### src/rtl/data_buffer_if.sv
// rtl/data_buffer_if.sv - cache-word stream in, parallel FMA operand set out
interface data_buffer_if #(
   parameter int DATA_WIDTH = 16,
   parameter int NUM_FMAS   = 4
);
   logic                           start_in;
   logic                           word_valid_in;
   logic [DATA_WIDTH-1:0]          word_in;
   logic                           fma_ready_in;
   logic                           busy_out;
   logic                           fma_valid_out;
   logic [NUM_FMAS*DATA_WIDTH-1:0] fma_a_out;
   logic [NUM_FMAS*DATA_WIDTH-1:0] fma_b_out;
   logic [NUM_FMAS*DATA_WIDTH-1:0] fma_c_out;
   logic                           done_out;
   logic                           overrun_out;

   modport slave (
      input  start_in, word_valid_in, word_in, fma_ready_in,
      output busy_out, fma_valid_out, fma_a_out, fma_b_out, fma_c_out,
             done_out, overrun_out
   );

   modport master (
      output start_in, word_valid_in, word_in, fma_ready_in,
      input  busy_out, fma_valid_out, fma_a_out, fma_b_out, fma_c_out,
             done_out, overrun_out
   );
endinterface

### src/rtl/data_buffer.sv
// rtl/data_buffer.sv - collects a fixed burst of cache words into per-FMA a/b/c operand registers
module data_buffer #(
   parameter int DATA_WIDTH    = 16,
   parameter int NUM_FMAS      = 4,
   parameter int WORDS_PER_FMA = 3
) (
   input  logic         clk_in,
   input  logic         rst_n_in,
   data_buffer_if.slave bus
);
   localparam int TOTAL = NUM_FMAS * WORDS_PER_FMA;
   localparam int CNT_W = $clog2(TOTAL);
   localparam logic [CNT_W-1:0] LAST = CNT_W'(TOTAL - 1);

   typedef enum logic [1:0] {IDLE, FILL, PRESENT} state_t;

   state_t                state_q, state_d;
   logic [CNT_W-1:0]      count_q;
   logic                  overrun_q;
   logic [DATA_WIDTH-1:0] op_q [NUM_FMAS][WORDS_PER_FMA];
   logic                  start_take;
   logic                  word_take;

   assign start_take = (state_q == IDLE) && bus.start_in;
   assign word_take  = (state_q == FILL) && bus.word_valid_in;

   always_comb begin
      state_d = state_q;
      case (state_q)
         IDLE:    if (bus.start_in) state_d = FILL;
         FILL:    if (bus.word_valid_in && count_q == LAST) state_d = PRESENT;
         PRESENT: if (bus.fma_ready_in) state_d = IDLE;
         default: state_d = IDLE;
      endcase
   end

   always_ff @(posedge clk_in or negedge rst_n_in) begin
      if (!rst_n_in) state_q <= IDLE;
      else           state_q <= state_d;
   end

   // Counter parks on the last index; the next start clears it.
   always_ff @(posedge clk_in or negedge rst_n_in) begin
      if (!rst_n_in)                         count_q <= '0;
      else if (start_take)                   count_q <= '0;
      else if (word_take && count_q != LAST) count_q <= count_q + 1'b1;
   end

   always_ff @(posedge clk_in or negedge rst_n_in) begin
      if (!rst_n_in) begin
         for (int i = 0; i < NUM_FMAS; i++)
            for (int j = 0; j < WORDS_PER_FMA; j++)
               op_q[i][j] <= '0;
      end else if (word_take) begin
         for (int i = 0; i < NUM_FMAS; i++)
            for (int j = 0; j < WORDS_PER_FMA; j++)
               if (count_q == CNT_W'(i * WORDS_PER_FMA + j))
                  op_q[i][j] <= bus.word_in;
      end
   end

   // A stray word outranks the clear from a simultaneous start.
   always_ff @(posedge clk_in or negedge rst_n_in) begin
      if (!rst_n_in)                                  overrun_q <= 1'b0;
      else if (bus.word_valid_in && state_q != FILL) overrun_q <= 1'b1;
      else if (start_take)                            overrun_q <= 1'b0;
   end

   assign bus.busy_out      = (state_q != IDLE);
   assign bus.fma_valid_out = (state_q == PRESENT);
   assign bus.done_out      = (state_q == PRESENT) && bus.fma_ready_in;
   assign bus.overrun_out   = overrun_q;

   for (genvar i = 0; i < NUM_FMAS; i++) begin : g_pack
      assign bus.fma_a_out[i*DATA_WIDTH +: DATA_WIDTH] = op_q[i][0];
      assign bus.fma_b_out[i*DATA_WIDTH +: DATA_WIDTH] = op_q[i][1];
      assign bus.fma_c_out[i*DATA_WIDTH +: DATA_WIDTH] = op_q[i][2];
   end
endmodule

### src/flat_wrapper.sv
// flat-port wrapper written by rule: the top's interface ports become plain ports
module data_buffer_flat 
#(
   parameter int DATA_WIDTH    = 16,
   parameter int NUM_FMAS      = 4,
   parameter int WORDS_PER_FMA = 3
)
  (clk_in, rst_n_in, bus_start_in, bus_word_valid_in, bus_word_in, bus_fma_ready_in, bus_busy_out, bus_fma_valid_out, bus_fma_a_out, bus_fma_b_out, bus_fma_c_out, bus_done_out, bus_overrun_out);
  data_buffer_if #(.DATA_WIDTH(DATA_WIDTH), .NUM_FMAS(NUM_FMAS)) bus_i ();
  input  logic clk_in;
  input  logic rst_n_in;
  input wire logic [$bits(bus_i.start_in)-1:0] bus_start_in;
  input wire logic [$bits(bus_i.word_valid_in)-1:0] bus_word_valid_in;
  input wire logic [$bits(bus_i.word_in)-1:0] bus_word_in;
  input wire logic [$bits(bus_i.fma_ready_in)-1:0] bus_fma_ready_in;
  output wire logic [$bits(bus_i.busy_out)-1:0] bus_busy_out;
  output wire logic [$bits(bus_i.fma_valid_out)-1:0] bus_fma_valid_out;
  output wire logic [$bits(bus_i.fma_a_out)-1:0] bus_fma_a_out;
  output wire logic [$bits(bus_i.fma_b_out)-1:0] bus_fma_b_out;
  output wire logic [$bits(bus_i.fma_c_out)-1:0] bus_fma_c_out;
  output wire logic [$bits(bus_i.done_out)-1:0] bus_done_out;
  output wire logic [$bits(bus_i.overrun_out)-1:0] bus_overrun_out;
  assign bus_i.start_in = bus_start_in;
  assign bus_i.word_valid_in = bus_word_valid_in;
  assign bus_i.word_in = bus_word_in;
  assign bus_i.fma_ready_in = bus_fma_ready_in;
  assign bus_busy_out = bus_i.busy_out;
  assign bus_fma_valid_out = bus_i.fma_valid_out;
  assign bus_fma_a_out = bus_i.fma_a_out;
  assign bus_fma_b_out = bus_i.fma_b_out;
  assign bus_fma_c_out = bus_i.fma_c_out;
  assign bus_done_out = bus_i.done_out;
  assign bus_overrun_out = bus_i.overrun_out;
  data_buffer #(.DATA_WIDTH(DATA_WIDTH), .NUM_FMAS(NUM_FMAS), .WORDS_PER_FMA(WORDS_PER_FMA)) u_core (.clk_in(clk_in), .rst_n_in(rst_n_in), .bus(bus_i));
endmodule
### config.mk
export PLATFORM = sky130hd
export DESIGN_NAME = data_buffer_flat
export DESIGN_NICKNAME = d
export VERILOG_FILES = /design/src/rtl/data_buffer_if.sv /design/src/rtl/data_buffer.sv /design/src/flat_wrapper.sv
export SDC_FILE = /design/constraint.sdc
export NUM_CORES = 1
export LEC_CHECK = 0
export BUFFER_PORTS_ARGS = -buffer_cell sky130_fd_sc_hd__buf_2
export CAP_MARGIN = 15
export CELL_PAD_IN_SITES_DETAIL_PLACEMENT = 1
export CELL_PAD_IN_SITES_GLOBAL_PLACEMENT = 1
export CORE_ASPECT_RATIO = 0.8
export CORE_MARGIN = 3
export CORE_UTILIZATION = 43
export CTS_CLUSTER_DIAMETER = 200
export CTS_CLUSTER_SIZE = 24
export DETAILED_ROUTE_END_ITERATION = 8
export PLACE_DENSITY = 0.87
export SYNTH_ARGS = -nofsm -noshare
export SYNTH_HDL_FRONTEND = slang
export SYNTH_SLANG_ARGS = --single-unit
export TNS_END_PERCENT = 1
### constraint.sdc
create_clock -name clk_in -period 1.84 [get_ports clk_in]
set_input_delay 0.092 -clock clk_in [delete_from_list [all_inputs] [get_ports clk_in]]
set_output_delay 0.092 -clock clk_in [all_outputs]
set_load 0.05 [all_outputs]
## After elaboration in Yosys (flattened, before gate mapping)

Cells that the tools add are included.

- Logic and storage cells: 66
- Register bits after elaboration: 199
- Bits of input ports: 21
- Output and inout port bits: 196

- Mux-type cells: 8
- Add/subtract/negate cells: 1
- Equality and inequality tests: 18
- Reductions and logical operators: 24

Operator list:

| kind | number |
|---|---|
| $reduce_and A2 Y1 | 12 |
| $eq A4 B3 Y1 const B | 4 |
| $eq A4 B4 Y1 const B | 4 |
| $eq A4 B2 Y1 const B | 2 |
| $mux W4 | 2 |
| $logic_and A1 B1 Y1 | 6 |
| $mux W2 | 3 |
| $ne A2 B2 Y1 const B | 3 |
| $pmux W2 S3 | 1 |
| $reduce_bool A2 Y1 | 3 |
| $add A4 B1 Y4 const B | 1 |
| $eq A4 B1 Y1 const B | 1 |
| $logic_not A4 Y1 | 1 |
| $ne A4 B4 Y1 const B | 1 |
| $reduce_and A3 Y1 | 1 |
| $eq A2 B1 Y1 const B | 1 |
| $eq A2 B2 Y1 const B | 1 |
| $logic_not A2 Y1 | 1 |
| $mux W1 | 2 |
| $ne A2 B1 Y1 const B | 1 |

## Logic depth before layout (Yosys ltp)

- Word-level depth: 5
- Gate-level depth with buffers: 7
- Depth with buffers taken out: 4

## Worst setup path before layout

OpenSTA, ideal clock, no wires.

- Path kind: flip-flop to output port
- Start: register u_core.state_q[0]
- End: output port bus_done_out
- Stages on the path, launching flop included: 4
- Required time: 1.748 ns
- Path buffers: 1
- Path slack: -0.056 ns
- Arrival time: 1.804 ns
- Path through: dfrtp_1 > buf_2 > nor2b_1 > and2_1

- Longest elaborated chain between the ends: 2

Ends and longest elaborated chain:

| what | line | source |
|---|---|---|
| from (decl) | data_buffer.sv:17 | `state_t state_q, state_d;` |
| from (signal assigned) | data_buffer.sv:39 | `else state_q <= state_d;` |
| $eq A2 B2 Y1 | - |  |
| net bus_fma_valid_out | flat_wrapper.sv:17 | `output wire logic [$bits(bus_i.fma_valid_out)-1:0] bus_fma_valid_out;` |
| $logic_and A1 B1 Y1 | data_buffer.sv:71 | `assign bus.done_out = (state_q == PRESENT) && bus.fma_ready_in;` |
| to (decl) | flat_wrapper.sv:21 | `output wire logic [$bits(bus_i.done_out)-1:0] bus_done_out;` |

The timed path passes the listed nets, and every way through them passes these cells.

## Final worst setup path

- Start: register u_core.count_q[0]
- End: register u_core.op_q (netlist bit u_core.bus.fma_c_out[37])

- Longest elaborated chain between the ends: 2

Ends and longest elaborated chain:

| what | line | source |
|---|---|---|
| from (decl) | data_buffer.sv:18 | `logic [CNT_W-1:0] count_q;` |
| from (signal assigned) | data_buffer.sv:46 | `else if (word_take && count_q != LAST) count_q <= count_q + 1'b1;` |
| $eq A4 B4 Y1 | data_buffer.sv:57 | `if (count_q == CNT_W'(i * WORDS_PER_FMA + j))` |
| $reduce_and A2 Y1 (no line) | - |  |
| to (signal, indexed assignment) | data_buffer.sv:58 | `op_q[i][j] <= bus.word_in;` |
| to (decl) | data_buffer.sv:20 | `logic [DATA_WIDTH-1:0] op_q [NUM_FMAS][WORDS_PER_FMA];` |

Every way passes these cells.
A chain may end at the register's enable or synchronous reset.

==> results.sh <==
export IMPL_status="finished, final reports clean"
export IMPL_clock_latency_ps=440
export IMPL_hold_viol_final=0
export IMPL_antenna_found_initial=0
export IMPL_coreArea_sq_um=17750
export IMPL_nets=724
export IMPL_setup_slack_ps=69.66
export IMPL_hold_depth=2
export IMPL_die_width_um=158.2
export IMPL_post_drt_wl_per_cell_um=22.27
export IMPL_cts_tree="yes"
export IMPL_area_growth_pct=25.76
export IMPL_grt_pass1_wl_um=32420
export IMPL_fmax_mhz=564.9
export IMPL_rsz0062_at_grt="no"
export IMPL_cp_cell_sequence="inv_1 -> ha_1 -> nor3b_4 -> buf_12 -> mux2_2"
export IMPL_finalCritPeriodShare_pct=96.21
export IMPL_synth_seq_area_share_pct=62.48
export IMPL_ys_types=35
export IMPL_critPathLaunchType="flip-flop"
export IMPL_cpMaxStageDelayCell="dfrtp_2"
export IMPL_drive_gt1_share_pct=65.03
export IMPL_grt_overflow=0
export IMPL_synth_edff_count=0
export IMPL_r2r_end="u_core.bus.fma_c_out[37]"
export IMPL_yosys_area_top_type_share_pct=62.48
export IMPL_slew_headroom_pct=58.60
export IMPL_path_clk_slew_ps=70
export IMPL_critPathTopFamily="flip-flops"
export IMPL_clock_sinks=199
export IMPL_holdPathEnd="u_core.bus.fma_c_out[36]"
export IMPL_synth_top_area_cell="dfrtp_1"
export IMPL_fin_skew_ps=12.10
export IMPL_hold_path_class="primary input to flip-flop"
export IMPL_num_antenna_cells=0
export IMPL_pre_cts_slack_ps=52.22
export IMPL_hp_start="bus_word_in[4]"
export IMPL_synthesis_area_sq_um=7970
export IMPL_syn_nets=497
export IMPL_via_per_inst=5.101
export IMPL_yosys_warnings=0
export IMPL_place_congestion=0.7865
export IMPL_reg2reg_depth=5
export IMPL_ys_dominant_reg_cell="dfrtp_1"
export IMPL_layout_commonest_cell="buf_2"
export IMPL_final_cell_mix="buf_2, dfrtp_1, mux2_2, mux2_4, clkbuf_16"
export IMPL_holdWs_ps=100.2
export IMPL_multi_input_area_sq_um=2696
export IMPL_crit_required_ps=2160
export IMPL_io_pins=217
export IMPL_vias=4780
export IMPL_cp_end_kind="flip-flop"
export IMPL_die_h_um=127.8
export IMPL_slowest_delay_ps=450
export IMPL_critPathBufInv=2
export IMPL_dp_hpwl_um=15150
export IMPL_worstPathMaxFanout=13
export IMPL_clock_path_buffers=2
export IMPL_worstMarginPinSlew_ps=621.1
export IMPL_setup_tns_ps=0
export IMPL_post_cts_buffers=0
export IMPL_detail_route_antenna_nets=0
export IMPL_port_buffer_count=216
export IMPL_grt_max_degree=65
export IMPL_min_period_ps=1770
export IMPL_syn_instance_count=472
export IMPL_grtUsageTotal_pct=21.19
export IMPL_r2r_start="u_core.count_q[0]"
export IMPL_crit_type="flip-flop to flip-flop"
export IMPL_firstDrtPassIters=4
export IMPL_initial_core_util_pct=44.89
export IMPL_fp_dieArea_sq_um=20220
export IMPL_fillers=1734
export IMPL_register_area_sq_um=4981
export IMPL_cts_buffers=17
export IMPL_grt_pass1_vias=5420
export IMPL_avgSynthCellArea_sq_um=16.89
export IMPL_ys_ff_latch=199
export IMPL_async_flop_share_pct=100.0
export IMPL_drc=0
export IMPL_finalSetupViolCount=0
export IMPL_wirelength_um=20870
export IMPL_cap_violations=0
export IMPL_htree_levels=4
export IMPL_num_rows=43
export IMPL_root_buffer="clkbuf_16"
export IMPL_maxSlewViolCount=0
export IMPL_startpoint="u_core.count_q[0]"
export IMPL_rrSetupSlack_ps=70
export IMPL_final_core_util_pct=56.46
export IMPL_cp_arrival_ps=2090
export IMPL_synthTopCellsByArea="dfrtp_1, mux2_2, mux2_4"
export IMPL_drt_iter0_markers=145
-- worst max-delay path by stage --
| stage | end | slack, ps | depth (start not counted) |
|---|---|---|---|
| 6_report | u_core.bus.fma_c_out[37] | 70 | 5 |
| 3_3_place_gp | u_core.bus.fma_c_out[46] | 160 | 5 |
| 2_1_floorplan | u_core.bus.fma_a_out[37] | 140 | 7 |
| 3_5_place_dp | u_core.bus.fma_c_out[43] | 50 | 5 |
| 5_1_grt | u_core.bus.fma_b_out[33] | 10 | 4 |
| 4_1_cts | u_core.bus.fma_c_out[37] | 30 | 5 |
-- registers in the layout, indices dropped and copies added, names as in the netlist --
signal	cells
u_core.bus.fma_a_out	64
u_core.bus.fma_b_out	64
u_core.bus.fma_c_out	64
u_core.bus.overrun_out	1
u_core.count_q	4
u_core.state_q	2
-- synthesized netlist by cell type, types with 2 or more instances --
library cell,instances
mux2_4,40
mux2_2,137
buf_12,4
buf_4,5
nor3b_4,3
ha_1,4
buf_6,8
nor2b_1,2
and3_1,4
clkbuf_1,16
mux2i_1,2
nand3b_2,4
nor2_1,3
nand2_1,2
dfrtp_1,199
buf_2,2
inv_1,5
mux2_1,15
-- logic make-up after synthesis --
| family | count (synthesis) | synth area share, % |
|---|---|---|
| compound gates | 8 | 0.7222 |
| fa+ha+maj | 4 | 0.6280 |
| buf+inv | 40 | 3.721 |
| flops | 199 | 62.48 |
| mux | 194 | 29.26 |
| simple gates | 27 | 3.187 |
-- layout make-up --
cell class	instances	area share [%]
clock buffer	18	4.381
clock inverter	14	1.660
inverter	5	0.1872
multi-input combinational	233	26.90
sequential	199	49.69
tap	225	2.809
timing repair buffer	243	14.37
-- worst register-to-register path: stages, from the launching register on --
cell and delay [ps]:
dfrtp_2 450, inv_1 100, ha_1 230, nor3b_4 300, buf_12 200, mux2_2 380
-- through the flow --
| stage | cells | instance area (sq um) |
|---|---|---|
| 2_1_floorplan | 472 | 7973 |
| 3_3_place_gp | 901 | 9376 |
| 3_5_place_dp | 901 | 9376 |
| 4_1_cts | 937 | 10020 |
| 5_1_grt | 937 | 10020 |
| 6_report | 937 | 10020 |
-- metal layers --
metal / wire, um / part of all wire, % / track usage, %
met5: 0 / 0 / 0
met4: 308 / 1.5 / 6.272
met3: 942 / 4.5 / 4.995
met2: 10630 / 51 / 35.72
met1: 8989 / 43 / 27.39
-- what timing repair did --
action | CTS | global route
resized for setup | 0 | 2
setup endpoints to repair | 0 | 9
hold buffers | 4 | 0
endpoints found under the hold margin | 60 | 0
Power is not shown: default switching activity piles up to over one toggle a cycle in this logic, so the estimate is an artifact.
